$ cat src/rtl/seq_pattern_gen.sv
// Serial bit-pattern transmitter: MSB-first shift-out with repeats and idle gaps.
// Optional even-parity bit per repetition when SEQ_GEN_PARITY_EN is defined.
module seq_pattern_gen #(
    parameter int WIDTH = 8,
    parameter int LEN_W = 4,
    parameter int REP_W = 4,
    parameter int GAP   = 0
) (
    input  logic             clk,
    input  logic             reset,
    input  logic             start,
    input  logic             abort,
    input  logic [WIDTH-1:0] pattern,
    input  logic [LEN_W-1:0] len,
    input  logic [REP_W-1:0] repeat_cnt,
    output logic             out,
    output logic             out_valid,
    output logic             busy,
    output logic             done
);

    localparam logic [LEN_W-1:0] WIDTH_L = LEN_W'(WIDTH);
    localparam logic [7:0]       GAP_L   = 8'(GAP);

    typedef enum logic [2:0] {
        S_IDLE,
        S_SHIFT,
`ifdef SEQ_GEN_PARITY_EN
        S_PARITY,
`endif
        S_GAP,
        S_DONE
    } state_t;

    state_t           state_q, state_d;
    logic [WIDTH-1:0] pat_q, pat_d, sh_d;
    logic [LEN_W-1:0] len_q, len_d, idx_q, idx_d, eff_len;
    logic [REP_W-1:0] rep_q, rep_d;
    logic [7:0]       gap_q, gap_d;
    logic             seg_end;
    logic             out_d, valid_d, busy_d, done_d;
`ifdef SEQ_GEN_PARITY_EN
    logic             par_q, par_d;
    logic [WIDTH-1:0] sh_q;
    logic             cur_bit;
`endif

    always_comb begin
        eff_len = len;
        if (len == '0 || len > WIDTH_L) begin
            eff_len = WIDTH_L;
        end
    end

`ifdef SEQ_GEN_PARITY_EN
    always_comb begin
        sh_q    = pat_q >> idx_q;
        cur_bit = sh_q[0];
    end
`endif

    always_comb begin
        state_d = state_q;
        pat_d   = pat_q;
        len_d   = len_q;
        rep_d   = rep_q;
        idx_d   = idx_q;
        gap_d   = gap_q;
        seg_end = 1'b0;
`ifdef SEQ_GEN_PARITY_EN
        par_d   = par_q;
`endif
        unique case (state_q)
            S_IDLE: begin
                if (start && !abort) begin
                    state_d = S_SHIFT;
                    pat_d   = pattern;
                    len_d   = eff_len;
                    rep_d   = repeat_cnt;
                    idx_d   = eff_len - LEN_W'(1);
`ifdef SEQ_GEN_PARITY_EN
                    par_d   = 1'b0;
`endif
                end
            end
            S_SHIFT: begin
                if (abort) begin
                    state_d = S_IDLE;
                end else begin
`ifdef SEQ_GEN_PARITY_EN
                    par_d = par_q ^ cur_bit;
`endif
                    if (idx_q == '0) begin
`ifdef SEQ_GEN_PARITY_EN
                        state_d = S_PARITY;
`else
                        seg_end = 1'b1;
`endif
                    end else begin
                        idx_d = idx_q - LEN_W'(1);
                    end
                end
            end
`ifdef SEQ_GEN_PARITY_EN
            S_PARITY: begin
                if (abort) begin
                    state_d = S_IDLE;
                end else begin
                    seg_end = 1'b1;
                end
            end
`endif
            S_GAP: begin
                if (abort) begin
                    state_d = S_IDLE;
                end else if (gap_q == '0) begin
                    state_d = S_SHIFT;
                    idx_d   = len_q - LEN_W'(1);
`ifdef SEQ_GEN_PARITY_EN
                    par_d   = 1'b0;
`endif
                end else begin
                    gap_d = gap_q - 8'd1;
                end
            end
            S_DONE: begin
                state_d = S_IDLE;
            end
            default: begin
                state_d = S_IDLE;
            end
        endcase

        // End of one repetition: gap, back-to-back reload, or finish
        if (seg_end) begin
            if (rep_q != '0) begin
                rep_d = rep_q - REP_W'(1);
                if (GAP_L != 8'd0) begin
                    state_d = S_GAP;
                    gap_d   = GAP_L - 8'd1;
                end else begin
                    state_d = S_SHIFT;
                    idx_d   = len_q - LEN_W'(1);
`ifdef SEQ_GEN_PARITY_EN
                    par_d   = 1'b0;
`endif
                end
            end else begin
                state_d = S_DONE;
            end
        end
    end

    // Outputs are decoded from the next state so they register with it
    always_comb begin
        sh_d    = pat_d >> idx_d;
        out_d   = 1'b0;
        valid_d = 1'b0;
        busy_d  = 1'b0;
        done_d  = 1'b0;
        unique case (state_d)
            S_SHIFT: begin
                out_d   = sh_d[0];
                valid_d = 1'b1;
                busy_d  = 1'b1;
            end
`ifdef SEQ_GEN_PARITY_EN
            S_PARITY: begin
                out_d   = par_d;
                valid_d = 1'b1;
                busy_d  = 1'b1;
            end
`endif
            S_GAP: begin
                busy_d = 1'b1;
            end
            S_DONE: begin
                done_d = 1'b1;
            end
            default: begin
            end
        endcase
    end

    always_ff @(posedge clk or posedge reset) begin
        if (reset) begin
            state_q   <= S_IDLE;
            pat_q     <= '0;
            len_q     <= '0;
            rep_q     <= '0;
            idx_q     <= '0;
            gap_q     <= '0;
            out       <= 1'b0;
            out_valid <= 1'b0;
            busy      <= 1'b0;
            done      <= 1'b0;
`ifdef SEQ_GEN_PARITY_EN
            par_q     <= 1'b0;
`endif
        end else begin
            state_q   <= state_d;
            pat_q     <= pat_d;
            len_q     <= len_d;
            rep_q     <= rep_d;
            idx_q     <= idx_d;
            gap_q     <= gap_d;
            out       <= out_d;
            out_valid <= valid_d;
            busy      <= busy_d;
            done      <= done_d;
`ifdef SEQ_GEN_PARITY_EN
            par_q     <= par_d;
`endif
        end
    end

endmodule

$ cat config.mk
export PLATFORM = sky130hd
export DESIGN_NAME = seq_pattern_gen
export DESIGN_NICKNAME = d
export VERILOG_FILES = /design/src/rtl/seq_pattern_gen.sv
export SDC_FILE = /design/constraint.sdc
export NUM_CORES = 1
export LEC_CHECK = 0
export CAP_MARGIN = 20
export CORE_MARGIN = 3
export CORE_UTILIZATION = 54
export DETAILED_ROUTE_END_ITERATION = 8
export PLACE_DENSITY = 0.89
export SYNTH_ARGS = -nofsm -noshare
export SYNTH_HDL_FRONTEND = slang
export SYNTH_SLANG_ARGS = --single-unit
$ cat constraint.sdc
create_clock -name clk -period 3.1 [get_ports clk]
set_input_delay 0.465 -clock clk [delete_from_list [all_inputs] [get_ports clk]]
set_output_delay 0.465 -clock clk [all_outputs]
set_load 0.05 [all_outputs]
==> out/results.txt <==
Req. time, crit path: 3.33 ns
full die area: 4110 sq um
TritonCTS clock tree: yes
vias in the first global route: 1581
CTS H-tree lvls: 2
# fillers: 242
Worst Tran Pin Value: 0.628 ns
root buffer cell: clkbuf_4
number of buffers created by CTS: 5
routed wl met3: 185 um
cell area after synthesis: 1820 sq um
most common cell after layout, fill and taps aside: nand2_1
Tmin final: 2.71 ns
grt total ovfl: 0
Port Buffer Count: 23
GRT Total Usage: 0.210
Setup-failing EPs final: 0
cts repair resizes: 0
Max Freq: 369 MHz
most frequent cells in the layout: nand2_1, dfrtp_1, clkdlybuf4s50_1
Arr. time, crit path: 2.94 ns
drt first-iter violations: 82
crit path max fanout: 5
DR WL/cell: 13.9 um
Area contributors post-synth: dfrtp_1, nand2_1, ha_1, nor2_1, xnor2_1
R2R setup slack: 0.39 ns
row cnt: 20
post-synth top area share: 0.481
antenna viol nets, final: 0
max cap viols: 0
CTS sink count: 35
Worst R2R Path Depth: 8
Post-layout nets: 255
Ys Warns: 0
IO Pins: 24
area leader, netlist: dfrtp_1
Seq/Total Area, Yosys: 0.481
Max VDD drop: 0.299 mV
cells after synthesis: 194
ys flop type: dfrtp_1
Clk pin slew, worst setup/hold paths: 0.10 ns
clk_lat worst skew: 0.33 ns
met2 routed WL: 1940 um
CP Buf/Inv Count: 0
highest metal used: met4
footprint of the multi-input gates: 890 sq um
Yosys cell types: 38
RSZ-0062 raised after global routing: no
Area growth, synth to finish: 22.3%
Pwr Density: 524 nW/um^2
CTS Hold Bufs: 0
Final period util: 0.874
diode count: 0
Setup crit end kind: register
Setup Skew: 0.00276 ns
core area: 3130 sq um
Die Wd: 64.1 um
Final Hold Fails: 0
RR Endpoint: out
largest net degree at the start of global routing: 36
status: finished, final reports clean
first-pass GRT wire length: 6690 um
Critical path destination: out
normalized max-slew margin: 0.577
min-delay worst type: reg -> reg
Post-CTS Setup Inserts: 0
Mean Syn Cell Area: 9.39 sq um
Crit path depth: 8
CP Launch Type: register
Final Wtd Congestion: 0.962
DP Wirelength: 2870 um
via/cell ratio: 5.38
Synthesized Nets: 220
Post-Route Setup TNS: 0 ns
critical path cell sequence: nor4_2 -> nand3_1 -> a221o_1 -> a2111oi_4 -> o22ai_2 -> mux2i_1 -> nor2_1 -> o311a_1
Residual DRC: 0
Die Ht: 64.1 um
Starting Density: 0.582
vias: 1475
largest stage delay on the critical path: 0.46 ns
drt first pass iters: 4
R2R Path Start: gap_q[5]
leakage: 1.04 nW
max-slew violation count: 0
layout cells sized above 1: 0.109
initial antenna violation count: 0
CP max-delay cell: a221o_1
flops & latches, synth: 35
met1 WL: 1630 um
Setup crit start: gap_q[5]
critical path class: reg -> reg
Crit path max-delay family: compound AO/OA/AOI/OAI gates
Post-synth ARST share: 1.00
Max Buffers Root-to-Sink: 2
hold slack final: 0.490 ns
EDFF count, synth: 0
WL final: 3800 um
flip-flop and latch area: 876 sq um
Yosys cell counts, drive strengths merged, types with 2 or more instances:
library cell and number:
inv 11, nor3 5, nor2 19, o22ai 4
nor2b 3, xnor2 6, nand2b 6, ha 6
nand3 9, nor3b 3, a21oi 4, clkbuf 4
a221o 2, and3 2, dfrtp 35, mux2i 4
o21ai 8, or2 3, nor4 3, nand2 36
o211ai 3, xor2 4
cells by family (layout without fill, tap and decap cells):
family          count (synthesis)  in the layout  synth area share
compound gates                 29             29             0.122
buf+inv                        15             51            0.0309
xor+xnor                       10             10            0.0481
mux                             5              5            0.0282
simple gates                   93             93             0.247
other cells                     1              1           0.00206
flops                          35             35             0.481
fa+ha+maj                       6              6            0.0412
worst min-delay path, delay by kind of cell, from the launching register on:
| family | cells | cell delay, ns |
|---|---|---|
| flops | 1 | 0.34 |
| simple gates | 2 | 0.12 |
cell type report:
class,count,share of cell area
multi-input cells,144,0.399
flip-flops and latches,35,0.393
repair buffers,32,0.134
clock buffers,8,0.0309
well taps,44,0.0247
inverters,11,0.0185
report_power, final:
| part | switching, mW | leakage, nW | internal [mW] |
|---|---|---|---|
| Combinational | 0.176 | 0.554 | 0.150 |
| Clock | 0.146 | 0.0386 | 0.133 |
| Sequential | 0.0460 | 0.450 | 0.517 |
per-stage QoR:
| step | util | std cells | worst slack, ns | cell area (sq um) | total power, mW |
|---|---|---|---|---|---|
| floorplan | - | 194 | 0.524 | 1820 | 0.787 |
| global placement | 0.690 | 266 | 0.348 | 2160 | 0.879 |
| detailed placement | 0.690 | 266 | 0.262 | 2160 | 0.894 |
| CTS | 0.712 | 274 | 0.386 | 2230 | 1.17 |
| global route | 0.712 | 274 | 0.217 | 2230 | 1.24 |
| finish | 0.712 | 274 | 0.390 | 2230 | 1.17 |
flip-flops by register name, indices dropped and copies added, names as in the netlist:
| register | cells |
|---|---|
| state_q | 3 |
| rep_q | 4 |
| out | 1 |
| idx_q | 4 |
| done | 1 |
| pat_q | 8 |
| len_q | 4 |
| out_valid | 1 |
| busy | 1 |
| gap_q | 8 |
how the worst min path moves through the flow:
| stage | from | end | slack [ns] | cells after the start |
|---|---|---|---|---|
| floorplan | pat_q[0] | pat_q[0] | 0.44 | 2 |
| global placement | pat_q[6] | pat_q[6] | 0.46 | 2 |
| detailed placement | pat_q[0] | pat_q[0] | 0.46 | 2 |
| CTS | pat_q[0] | pat_q[0] | 0.49 | 2 |
| global route | gap_q[7] | gap_q[7] | 0.51 | 1 |
| finish | pat_q[1] | pat_q[1] | 0.49 | 2 |
per-layer routing:
metal | up-vias | global-route usage
li1 | 739 | -
met1 | 688 | 0.246
met2 | 40 | 0.366
met3 | 8 | 0.0457
met4 | 0 | 0.0889
met5 | - | 0
No activity file was read; power rests on OpenSTA's default activity.
